===== config.mk =====
export PLATFORM = sky130hd
export DESIGN_NAME = lsu_v
export DESIGN_NICKNAME = d
export VERILOG_FILES = /design/src/rtl/lsu_v_pkg.sv /design/src/rtl/lsu_v_load_ext.sv /design/src/rtl/lsu_v.sv
export SDC_FILE = /design/constraint.sdc
export NUM_CORES = 1
export LEC_CHECK = 0
export BUFFER_PORTS_ARGS = -buffer_cell sky130_fd_sc_hd__buf_2
export CAP_MARGIN = 15
export CELL_PAD_IN_SITES_DETAIL_PLACEMENT = 0
export CELL_PAD_IN_SITES_GLOBAL_PLACEMENT = 1
export CORE_UTILIZATION = 40
export CTS_BUF_LIST = sky130_fd_sc_hd__clkbuf_8
export DETAILED_ROUTE_END_ITERATION = 16
export PLACE_DENSITY = 0.89
export SYNTH_ARGS = -nofsm -noshare
export SYNTH_HDL_FRONTEND = slang
export SYNTH_SLANG_ARGS = --single-unit
export TNS_END_PERCENT = 50

===== constraint.sdc =====
create_clock -name clk -period 4.6 [get_ports clk]
set_input_delay 1.15 -clock clk [delete_from_list [all_inputs] [get_ports clk]]
set_output_delay 1.15 -clock clk [all_outputs]
set_load 0.01 [all_outputs]

===== src/rtl/lsu_v_pkg.sv =====
// Shared definitions for the load/store unit: opcodes, funct3 codes, error
// codes, FSM states and helpers for access legality and store lane formatting.
// Contents: opcode/funct3 constants, lsu_state_t, lsu_check, store_strb, store_wdata.
package lsu_v_pkg;

  // Opcodes decoded by the unit
  localparam logic [6:0] I_LOAD = 7'b0000011;
  localparam logic [6:0] S_TYPE = 7'b0100011;
  localparam logic [6:0] R_TYPE = 7'b0110011;
  localparam logic [6:0] I_IMM  = 7'b0010011;

  // Load funct3
  localparam logic [2:0] F3_LB  = 3'd0;
  localparam logic [2:0] F3_LH  = 3'd1;
  localparam logic [2:0] F3_LW  = 3'd2;
  localparam logic [2:0] F3_LBU = 3'd4;
  localparam logic [2:0] F3_LHU = 3'd5;

  // Store funct3
  localparam logic [2:0] F3_SB = 3'd0;
  localparam logic [2:0] F3_SH = 3'd1;
  localparam logic [2:0] F3_SW = 3'd2;

  // Error codes reported alongside wb_valid
  localparam logic [1:0] LSU_ERR_NONE     = 2'b00;
  localparam logic [1:0] LSU_ERR_MISALIGN = 2'b01;
  localparam logic [1:0] LSU_ERR_ILLEGAL  = 2'b10;
  localparam logic [1:0] LSU_ERR_TIMEOUT  = 2'b11;

  typedef enum logic [0:0] {
    LSU_IDLE   = 1'b0,
    LSU_ACCESS = 1'b1
  } lsu_state_t;

  // Legality of a memory access; an illegal funct3 is reported in preference
  // to misalignment because the width of an illegal access is meaningless.
  function automatic logic [1:0] lsu_check(input logic is_load, input logic [2:0] f3,
                                           input logic [1:0] lo);
    logic       legal;
    logic [1:0] err;
    if (is_load)
      legal = (f3 == F3_LB) || (f3 == F3_LH) || (f3 == F3_LW) ||
              (f3 == F3_LBU) || (f3 == F3_LHU);
    else
      legal = (f3 == F3_SB) || (f3 == F3_SH) || (f3 == F3_SW);
    err = LSU_ERR_NONE;
    if (!legal)
      err = LSU_ERR_ILLEGAL;
    else if (f3[1:0] == 2'd1 && lo[0])     // LH, LHU, SH
      err = LSU_ERR_MISALIGN;
    else if (f3[1:0] == 2'd2 && lo != 2'b00) // LW, SW
      err = LSU_ERR_MISALIGN;
    return err;
  endfunction

  function automatic logic [3:0] store_strb(input logic [2:0] f3, input logic [1:0] lo);
    logic [3:0] s;
    case (f3)
      F3_SB:   s = 4'b0001 << lo;
      F3_SH:   s = lo[1] ? 4'b1100 : 4'b0011;
      default: s = 4'b1111;
    endcase
    return s;
  endfunction

  // Data is replicated across lanes so the strobe alone selects the target bytes
  function automatic logic [31:0] store_wdata(input logic [2:0] f3, input logic [31:0] d);
    logic [31:0] w;
    case (f3)
      F3_SB:   w = {4{d[7:0]}};
      F3_SH:   w = {2{d[15:0]}};
      default: w = d;
    endcase
    return w;
  endfunction

endpackage


===== src/rtl/lsu_v_load_ext.sv =====
// Load data extraction: selects the byte/half-word lane of the read word and
// sign- or zero-extends it according to funct3. Purely combinational.
// Ports: funct3, addr_lo (addr[1:0]), mem_rdata in; ext_data out.
module load_ext_v
  import lsu_v_pkg::*;
(
  input  logic [2:0]  funct3,
  input  logic [1:0]  addr_lo,
  input  logic [31:0] mem_rdata,
  output logic [31:0] ext_data
);

  logic [7:0]  byte_sel;
  logic [15:0] half_sel;

  always_comb begin
    byte_sel = mem_rdata[8*addr_lo +: 8];
    half_sel = addr_lo[1] ? mem_rdata[31:16] : mem_rdata[15:0];
    ext_data = mem_rdata;
    case (funct3)
      F3_LB:   ext_data = {{24{byte_sel[7]}}, byte_sel};
      F3_LH:   ext_data = {{16{half_sel[15]}}, half_sel};
      F3_LBU:  ext_data = {24'd0, byte_sel};
      F3_LHU:  ext_data = {16'd0, half_sel};
      default: ext_data = mem_rdata;
    endcase
  end

endmodule


===== src/rtl/lsu_v.sv =====
// Load/store unit: pass-through of ALU results, and a request/acknowledge
// memory transaction for loads and stores with lane handling, sign extension,
// misalignment/illegal-funct3 detection and a bus timeout.
// Ports: valid_in/ready_out + op/funct3/addr/s_data/rd upstream; mem_* to data
// memory; wb_valid/wb_we/wb_rd/wb_data/err_code towards writeback.
module lsu_v
  import lsu_v_pkg::*;
#(
  parameter int TIMEOUT_CYC = 255
) (
  input  logic        clk,
  input  logic        reset,
  input  logic        valid_in,
  output logic        ready_out,
  input  logic [6:0]  op,
  input  logic [2:0]  funct3,
  input  logic [31:0] addr,
  input  logic [31:0] s_data,
  input  logic [4:0]  rd,
  output logic        mem_req,
  output logic        mem_we,
  output logic [31:0] mem_addr,
  output logic [31:0] mem_wdata,
  output logic [3:0]  mem_wstrb,
  input  logic        mem_ack,
  input  logic [31:0] mem_rdata,
  output logic        wb_valid,
  output logic        wb_we,
  output logic [4:0]  wb_rd,
  output logic [31:0] wb_data,
  output logic [1:0]  err_code
);

  // Last counter value before abort: the request is held TIMEOUT_CYC cycles
  localparam logic [7:0] TO_LAST = 8'(TIMEOUT_CYC - 1);

  lsu_state_t  state;
  logic [7:0]  cnt;
  logic [2:0]  r_f3;
  logic [1:0]  r_lo;
  logic [4:0]  r_rd;

  logic        is_load, is_store, is_alu;
  logic [1:0]  acc_err;
  logic [31:0] ext_data;

  assign ready_out = (state == LSU_IDLE);
  assign is_load   = (op == I_LOAD);
  assign is_store  = (op == S_TYPE);
  assign is_alu    = (op == R_TYPE) || (op == I_IMM);
  assign acc_err   = lsu_check(is_load, funct3, addr[1:0]);

  load_ext_v u_load_ext (
    .funct3   (r_f3),
    .addr_lo  (r_lo),
    .mem_rdata(mem_rdata),
    .ext_data (ext_data)
  );

  always_ff @(posedge clk) begin
    if (reset) begin
      state     <= LSU_IDLE;
      cnt       <= '0;
      r_f3      <= '0;
      r_lo      <= '0;
      r_rd      <= '0;
      mem_req   <= 1'b0;
      mem_we    <= 1'b0;
      mem_addr  <= '0;
      mem_wdata <= '0;
      mem_wstrb <= '0;
      wb_valid  <= 1'b0;
      wb_we     <= 1'b0;
      wb_rd     <= '0;
      wb_data   <= '0;
      err_code  <= LSU_ERR_NONE;
    end else begin
      // Writeback is a single-cycle pulse; fields read as zero otherwise
      wb_valid <= 1'b0;
      wb_we    <= 1'b0;
      wb_rd    <= '0;
      wb_data  <= '0;
      err_code <= LSU_ERR_NONE;

      case (state)
        LSU_IDLE: begin
          if (valid_in) begin
            if (is_load || is_store) begin
              if (acc_err != LSU_ERR_NONE) begin
                wb_valid <= 1'b1;
                wb_rd    <= rd;
                err_code <= acc_err;
              end else begin
                state     <= LSU_ACCESS;
                cnt       <= '0;
                r_f3      <= funct3;
                r_lo      <= addr[1:0];
                r_rd      <= rd;
                mem_req   <= 1'b1;
                mem_we    <= is_store;
                mem_addr  <= {addr[31:2], 2'b00};
                mem_wstrb <= is_store ? store_strb(funct3, addr[1:0]) : 4'b0000;
                mem_wdata <= is_store ? store_wdata(funct3, s_data) : 32'd0;
              end
            end else begin
              wb_valid <= 1'b1;
              wb_rd    <= rd;
              wb_data  <= addr;
              wb_we    <= is_alu && (rd != 5'd0);
            end
          end
        end

        LSU_ACCESS: begin
          cnt <= cnt + 8'd1;
          // Ack is checked first so it wins over a coincident timeout
          if (mem_ack || cnt == TO_LAST) begin
            state     <= LSU_IDLE;
            mem_req   <= 1'b0;
            mem_we    <= 1'b0;
            mem_addr  <= '0;
            mem_wdata <= '0;
            mem_wstrb <= '0;
            wb_valid  <= 1'b1;
            wb_rd     <= r_rd;
            if (!mem_ack) begin
              err_code <= LSU_ERR_TIMEOUT;
            end else if (!mem_we) begin
              wb_we   <= (r_rd != 5'd0);
              wb_data <= ext_data;
            end
          end
        end

        default: state <= LSU_IDLE;
      endcase
    end
  end

endmodule

# ---- After elaboration in Yosys (flattened, before gate mapping)
# Index checks and enable logic that the tools add are counted.
# Widths: inputs -> output; s select.
dict set report classes {
  eq_ne 18
  n_mux 71
  reduce_logical 19
  shifts 2
  n_addsub 1
  bitwise 2
}
# operator n
set op_table {}
lappend op_table {{$mux 32} 13}
lappend op_table {{$pmux 32 s2} 4}
lappend op_table {{$pmux 32 s4} 1}
lappend op_table {{$shiftx 32x6->8} 1}
lappend op_table {{$mux 4} 6}
lappend op_table {{$mux 8} 3}
lappend op_table {{$mux 1} 23}
lappend op_table {{$mux 5} 4}
lappend op_table {{$mux 16} 1}
lappend op_table {{$pmux 4 s2} 2}
lappend op_table {{$pmux 8 s2} 1}
lappend op_table {{$eq 7x6->1 const B} 2}
lappend op_table {{$eq 3x3->1 const B} 4}
lappend op_table {{$mux 2} 6}
lappend op_table {{$pmux 1 s2} 5}
lappend op_table {{$pmux 5 s2} 1}
lappend op_table {{$reduce_bool 5->1} 2}
lappend op_table {{$add 8x1->8 const B} 1}
lappend op_table {{$eq 8x8->1 const B} 1}
lappend op_table {{$reduce_and 4->1} 2}
lappend op_table {{$eq 7x2->1 const B} 1}
lappend op_table {{$eq 7x5->1 const B} 1}
lappend op_table {{$logic_or 1x1->1} 7}
lappend op_table {{$eq 3x1->1 const B} 2}
lappend op_table {{12 further kinds} 19}
dict set report word_totals {
  output_inout_bits 112
  register_bits 130
  word_cells 128
  input_bits 115
}

# ---- Depth between registers and ports, before layout
dict set report logic_depth {
  ltp_word 12
  ltp_mapped 7
  mapped_depth_nobuf 5
}

# ---- Modules after synthesis
# From an unflattened synthesis, not the netlist that was laid out.
dict set report unflattened {
  cells_unflattened 590
  area_unflattened_um2 5689.2
}
# module instances area_each_um2 seq_area_each_um2 cells_per_inst
set modules_own_cells {}
lappend modules_own_cells {lsu_v 1 4928.5 2562.5 472}
lappend modules_own_cells {load_ext_v 1 760.7 0.0 118}

# ---- Worst setup path before layout
# No wires, ideal clock.
dict set report synth_path {
  kind {input-to-reg}
  start {input port funct3[2]}
  end {register mem_addr[20]}
  n_path_buf 3
  setup_slack_ps 1860
  setup_ps 117
  arrival_time_ps 2622
  cell_stages 7
  required_ps 4483
  path_cell_list {buf_2 > a221oi_2 > o2111ai_4 > a22o_1 > buf_2 > buf_6 > a32o_1}
}
dict set report synth_via {
  elab_chain_len 10
  word_cells_on_any_way 14
  classes_between {5 x eq/ne; 2 x mux; 7 x reduce/logical}
}
# element line_no
set synth_rtl {}
lappend synth_rtl {{start: declaration} lsu_v.sv:16} ;# input logic [2:0] funct3,
lappend synth_rtl {{$eq 3x1->1 / $logic_not 3->1 (equally long branches)} {lsu_v_pkg.sv:42, lsu_v_pkg.sv:45}}
lappend synth_rtl {{$logic_or 1x1->1 (2 in a row)} {lsu_v_pkg.sv:42, lsu_v_pkg.sv:45}}
lappend synth_rtl {{$logic_or 1x1->1} lsu_v_pkg.sv:42} ;# legal = (f3 == F3_LB) || (f3 == F3_LH) || (f3 == F3_LW) ||
lappend synth_rtl {{$logic_or 1x1->1} lsu_v_pkg.sv:43} ;# (f3 == F3_LBU) || (f3 == F3_LHU);
lappend synth_rtl {{$mux 1 *} lsu_v_pkg.sv:41} ;# if (is_load)
lappend synth_rtl {{$mux 2 *} lsu_v_pkg.sv:47} ;# if (!legal)
lappend synth_rtl {{$reduce_bool 2->1 *} lsu_v.sv:89} ;# if (acc_err != LSU_ERR_NONE) begin
lappend synth_rtl {{$ne 2x2->1 (no line) *} --}
lappend synth_rtl {{$reduce_and 4->1 (no line) *} --}
lappend synth_rtl {{end signal: assignment} lsu_v.sv:101} ;# mem_addr <= {addr[31:2], 2'b00};
lappend synth_rtl {{end: declaration} lsu_v.sv:22} ;# output logic [31:0] mem_addr,
# Every way passes the cells marked *; elsewhere a longest branch is shown, timed or not.
# A chain may end at the register's enable or synchronous reset.

# ---- Worst setup path after layout
dict set report layout_path {
  start {input port funct3[0]}
  end {register mem_wdata[17]}
}
dict set report layout_via {
  elab_chain_len 10
  word_cells_on_any_way 26
  classes_between {7 x eq/ne; 10 x mux; 9 x reduce/logical}
}
# element line_no
set layout_rtl {}
lappend layout_rtl {{$eq 3x1->1 / $logic_not 3->1 (equally long branches)} {lsu_v_pkg.sv:42, lsu_v_pkg.sv:45, lsu_v_pkg.sv:69}}
lappend layout_rtl {{$logic_or 1x1->1 (2 in a row)} {lsu_v_pkg.sv:42, lsu_v_pkg.sv:45}}
lappend layout_rtl {{$logic_or 1x1->1} lsu_v_pkg.sv:42}
lappend layout_rtl {{$logic_or 1x1->1} lsu_v_pkg.sv:43}
lappend layout_rtl {{$mux 1} lsu_v_pkg.sv:41}
lappend layout_rtl {{$mux 2} lsu_v_pkg.sv:47}
lappend layout_rtl {{$reduce_bool 2->1} lsu_v.sv:89}
lappend layout_rtl {{$ne 2x2->1 (no line)} --}
lappend layout_rtl {{$reduce_and 4->1 (no line)} --}
lappend layout_rtl {{end signal: assignment} lsu_v.sv:103} ;# mem_wdata <= is_store ? store_wdata(funct3, s_data) : 32'd0;
lappend layout_rtl {{end: declaration} lsu_v.sv:23} ;# output logic [31:0] mem_wdata,
# Several ways; a longest one is shown, not always the timed one. The select of a mux whose other input is x is not followed.

==> results_dict.tcl <==
set metrics [dict create \
    syn2layout_area_growth_pct 27.0 \
    ys_types 61 \
    drtIter0Drc 414 \
    yosys_warnings 0 \
    firstDrtPassIters 5 \
    cts_root_buf "clkbuf_8" \
    insertion_delay_ns 0.46 \
    register_area_mm2 0.00256 \
    grt_overflow 0 \
    fp.dieW_um 120 \
    hold_end "r_f3[2]" \
    worstHoldPathType "flop to flop" \
    slowest_delay_ns 0.93 \
    synth_most_common_cell "dfxtp_1" \
    nFillCells 1246 \
    relSlewSlack_pct 24.0 \
    final-setup-viol-count 0 \
    reg2regPathDepth 4 \
    r2r-start "state" \
    min_from "r_f3[2]" \
    vias_per_cell 5.67 \
    cts_tree "done" \
    slew_violations 0 \
    r2r_slack_ns 1.82 \
    gp_congestion 0.874 \
    wl_um 17400 \
    route.vias.total 5338 \
    power.density_mw_per_mm2 314 \
    multi_input_area_mm2 0.00268 \
    path_class "input pin to flop" \
    grt_usage_pct 24.3 \
    port_buffers 224 \
    hpwl_um 12500 \
    hold_viol 0 \
    holdWs_ns 0.461 \
    drc_errors 0 \
    cts_resized 0 \
    fin_area_mm2 0.00705 \
    peakVddDrop_mv 0.211 \
    arrival_ns 3.38 \
    critPathSlowestCell "a22o_2" \
    tightest_slew_ns 1.14 \
    outcome "finished clean" \
    io_pins 227 \
    core_mm2 0.0134 \
    grt_first_pass_wirelength_um 26800 \
    end_kind "flop" \
    tns_ns 0 \
    clock_skew_ns 0.0177 \
    dp.cells 909 \
    wire_per_inst_um 18.5 \
    postSynthAreaPerCell_um2 10.1 \
    ant_nets 0 \
    die-area_mm2 0.0143 \
    antenna_found_initial 1 \
    crit_path_max_fanout 51 \
    drive_gt1_share_pct 41.2 \
    finalNetCount 869 \
    post-route-min-period_ns 2.98 \
    holdBufCountCts 0 \
    critPathLaunchType "input pin" \
    fp.dieH_um 120 \
    fmax_ghz 0.335 \
    synth_area_mm2 0.00555 \
    yosysTopAreaCell "dfxtp_1" \
    synthArstFlopShare_pct 0 \
    yosys-top-cells-count "dfxtp_1, nand2_1, a32o_1" \
    worstHoldPathCells 2 \
    r2r_end "mem_wdata[17]" \
    stdcell_count 942 \
    ys.flop_type "dfxtp_1" \
    rows 42 \
    netlist.area_leader.share_pct 46.2 \
    crit_required_ns 4.99 \
    synth_edf_count 0 \
    start_util_pct 41.4 \
    path_clk_slew_ns 0.08 \
    htree_levels 4 \
    ys_seq_elements 128 \
    fin_crit_sh_pct 64.9 \
    grt_setup_unrepaired "no" \
    crit_chain "buf_2 -> a221oi_2 -> o2111ai_4 -> a22o_2 -> a32o_1" \
    post_cts_buffers 0 \
    cap_violations 0 \
    synthCells 551 \
    cts_buffers 17 \
    ys_top_cells_by_area "dfxtp_1, a32o_1, nand2_1" \
    ctsLongestPathBuffers 2 \
    cts_sinks 128 \
    post_dp_cell_area_mm2 0.00668 \
    p_total_mw 2.21 \
    ys_seq_area_share_pct 46.2 \
    power_leakage_nw 3.10 \
    grt_max_degree 52 \
    grt_pass1_vias 5077 \
]
[state kept, by name, indices dropped and copies added, names as in the netlist]
register / cells
cnt: 8
err_code: 2
mem_addr: 30
mem_req: 1
mem_wdata: 32
mem_we: 1
mem_wstrb: 4
r_f3: 3
r_lo: 2
r_rd: 5
state: 1
wb_data: 32
wb_rd: 5
wb_valid: 1
wb_we: 1
[kinds of logic after synthesis]
logic type | count (synthesis) | synth area share (%)
fa+ha+maj | 2 | 0.451
buf+inv | 60 | 5.68
compound gates | 189 | 29.2
flops | 128 | 46.2
simple gates | 144 | 12.9
mux | 27 | 5.48
other cells | 1 | 0.0676
[worst max-delay path, delay by kind of cell]
family                 cells  cell delay [ns]
buffers and inverters      1             0.40
AO/OA/AOI/OAI              4             1.78
[worst max-delay path by stage]
stage	startpoint	end	slack, ns
3_3_place_gp	funct3[0]	mem_wdata[21]	1.25
6_report	funct3[0]	mem_wdata[17]	1.62
4_1_cts	funct3[0]	mem_wdata[17]	1.62
5_1_grt	funct3[0]	mem_wdata[17]	1.40
3_5_place_dp	funct3[0]	mem_wdata[17]	1.11
2_1_floorplan	funct3[2]	mem_addr[20]	1.86
[cells in the final DEF (no fill, tap or decap), types with 4 or more instances in the layout]
cell type,n
a21o_1,8
a21oi_1,41
a221o_1,17
a22o_1,5
a32o_1,49
buf_2,224
buf_4,7
clkbuf_8,18
clkinvlp_4,4
dfxtp_1,128
inv_1,11
mux2_2,17
mux2i_1,9
nand2_1,67
nand2_2,8
nand2b_1,5
nand3_1,13
nor2_1,21
nor4_1,4
o21ai_0,17
o21bai_1,4
o221ai_1,8
o22ai_2,16
o31a_1,7
[layer usage]
metal | global-route usage (%) | vias to the layer above | share of wire (%)
met3 | 6.89 | 36 | 7.0
met1 | 30.6 | 2576 | 43
met5 | 0 | - | 0
met4 | 10.9 | 0 | 3.0
li1 | - | 2490 | -
met2 | 38.5 | 236 | 47
[cell type report]
cell class	count	share of cell area, %
Tap cell	176	3.12
Sequential cell	128	36.4
Multi-Input combinational cell	364	38.1
Clock inverter	14	1.70
Inverter	10	0.533
Clock buffer	18	3.52
Timing Repair Buffer	231	16.7
Antenna cell	1	0.0355
[metrics by stage]
stage | setup WS, ns | utilization [%]
after floorplan | 1.86 | -
after global placement | 1.25 | 49.8
after detailed placement | 1.11 | 49.8
after CTS | 1.62 | 52.6
after global routing | 1.40 | 52.6
final | 1.62 | 52.6
[report_power, final]
group,switching (mW),total (mW),internal (mW)
clock network,0.462,0.900,0.438
registers,0.00379,1.13,1.12
logic,0.109,0.188,0.0789
Note: power is estimated with default switching activity, not from simulation.
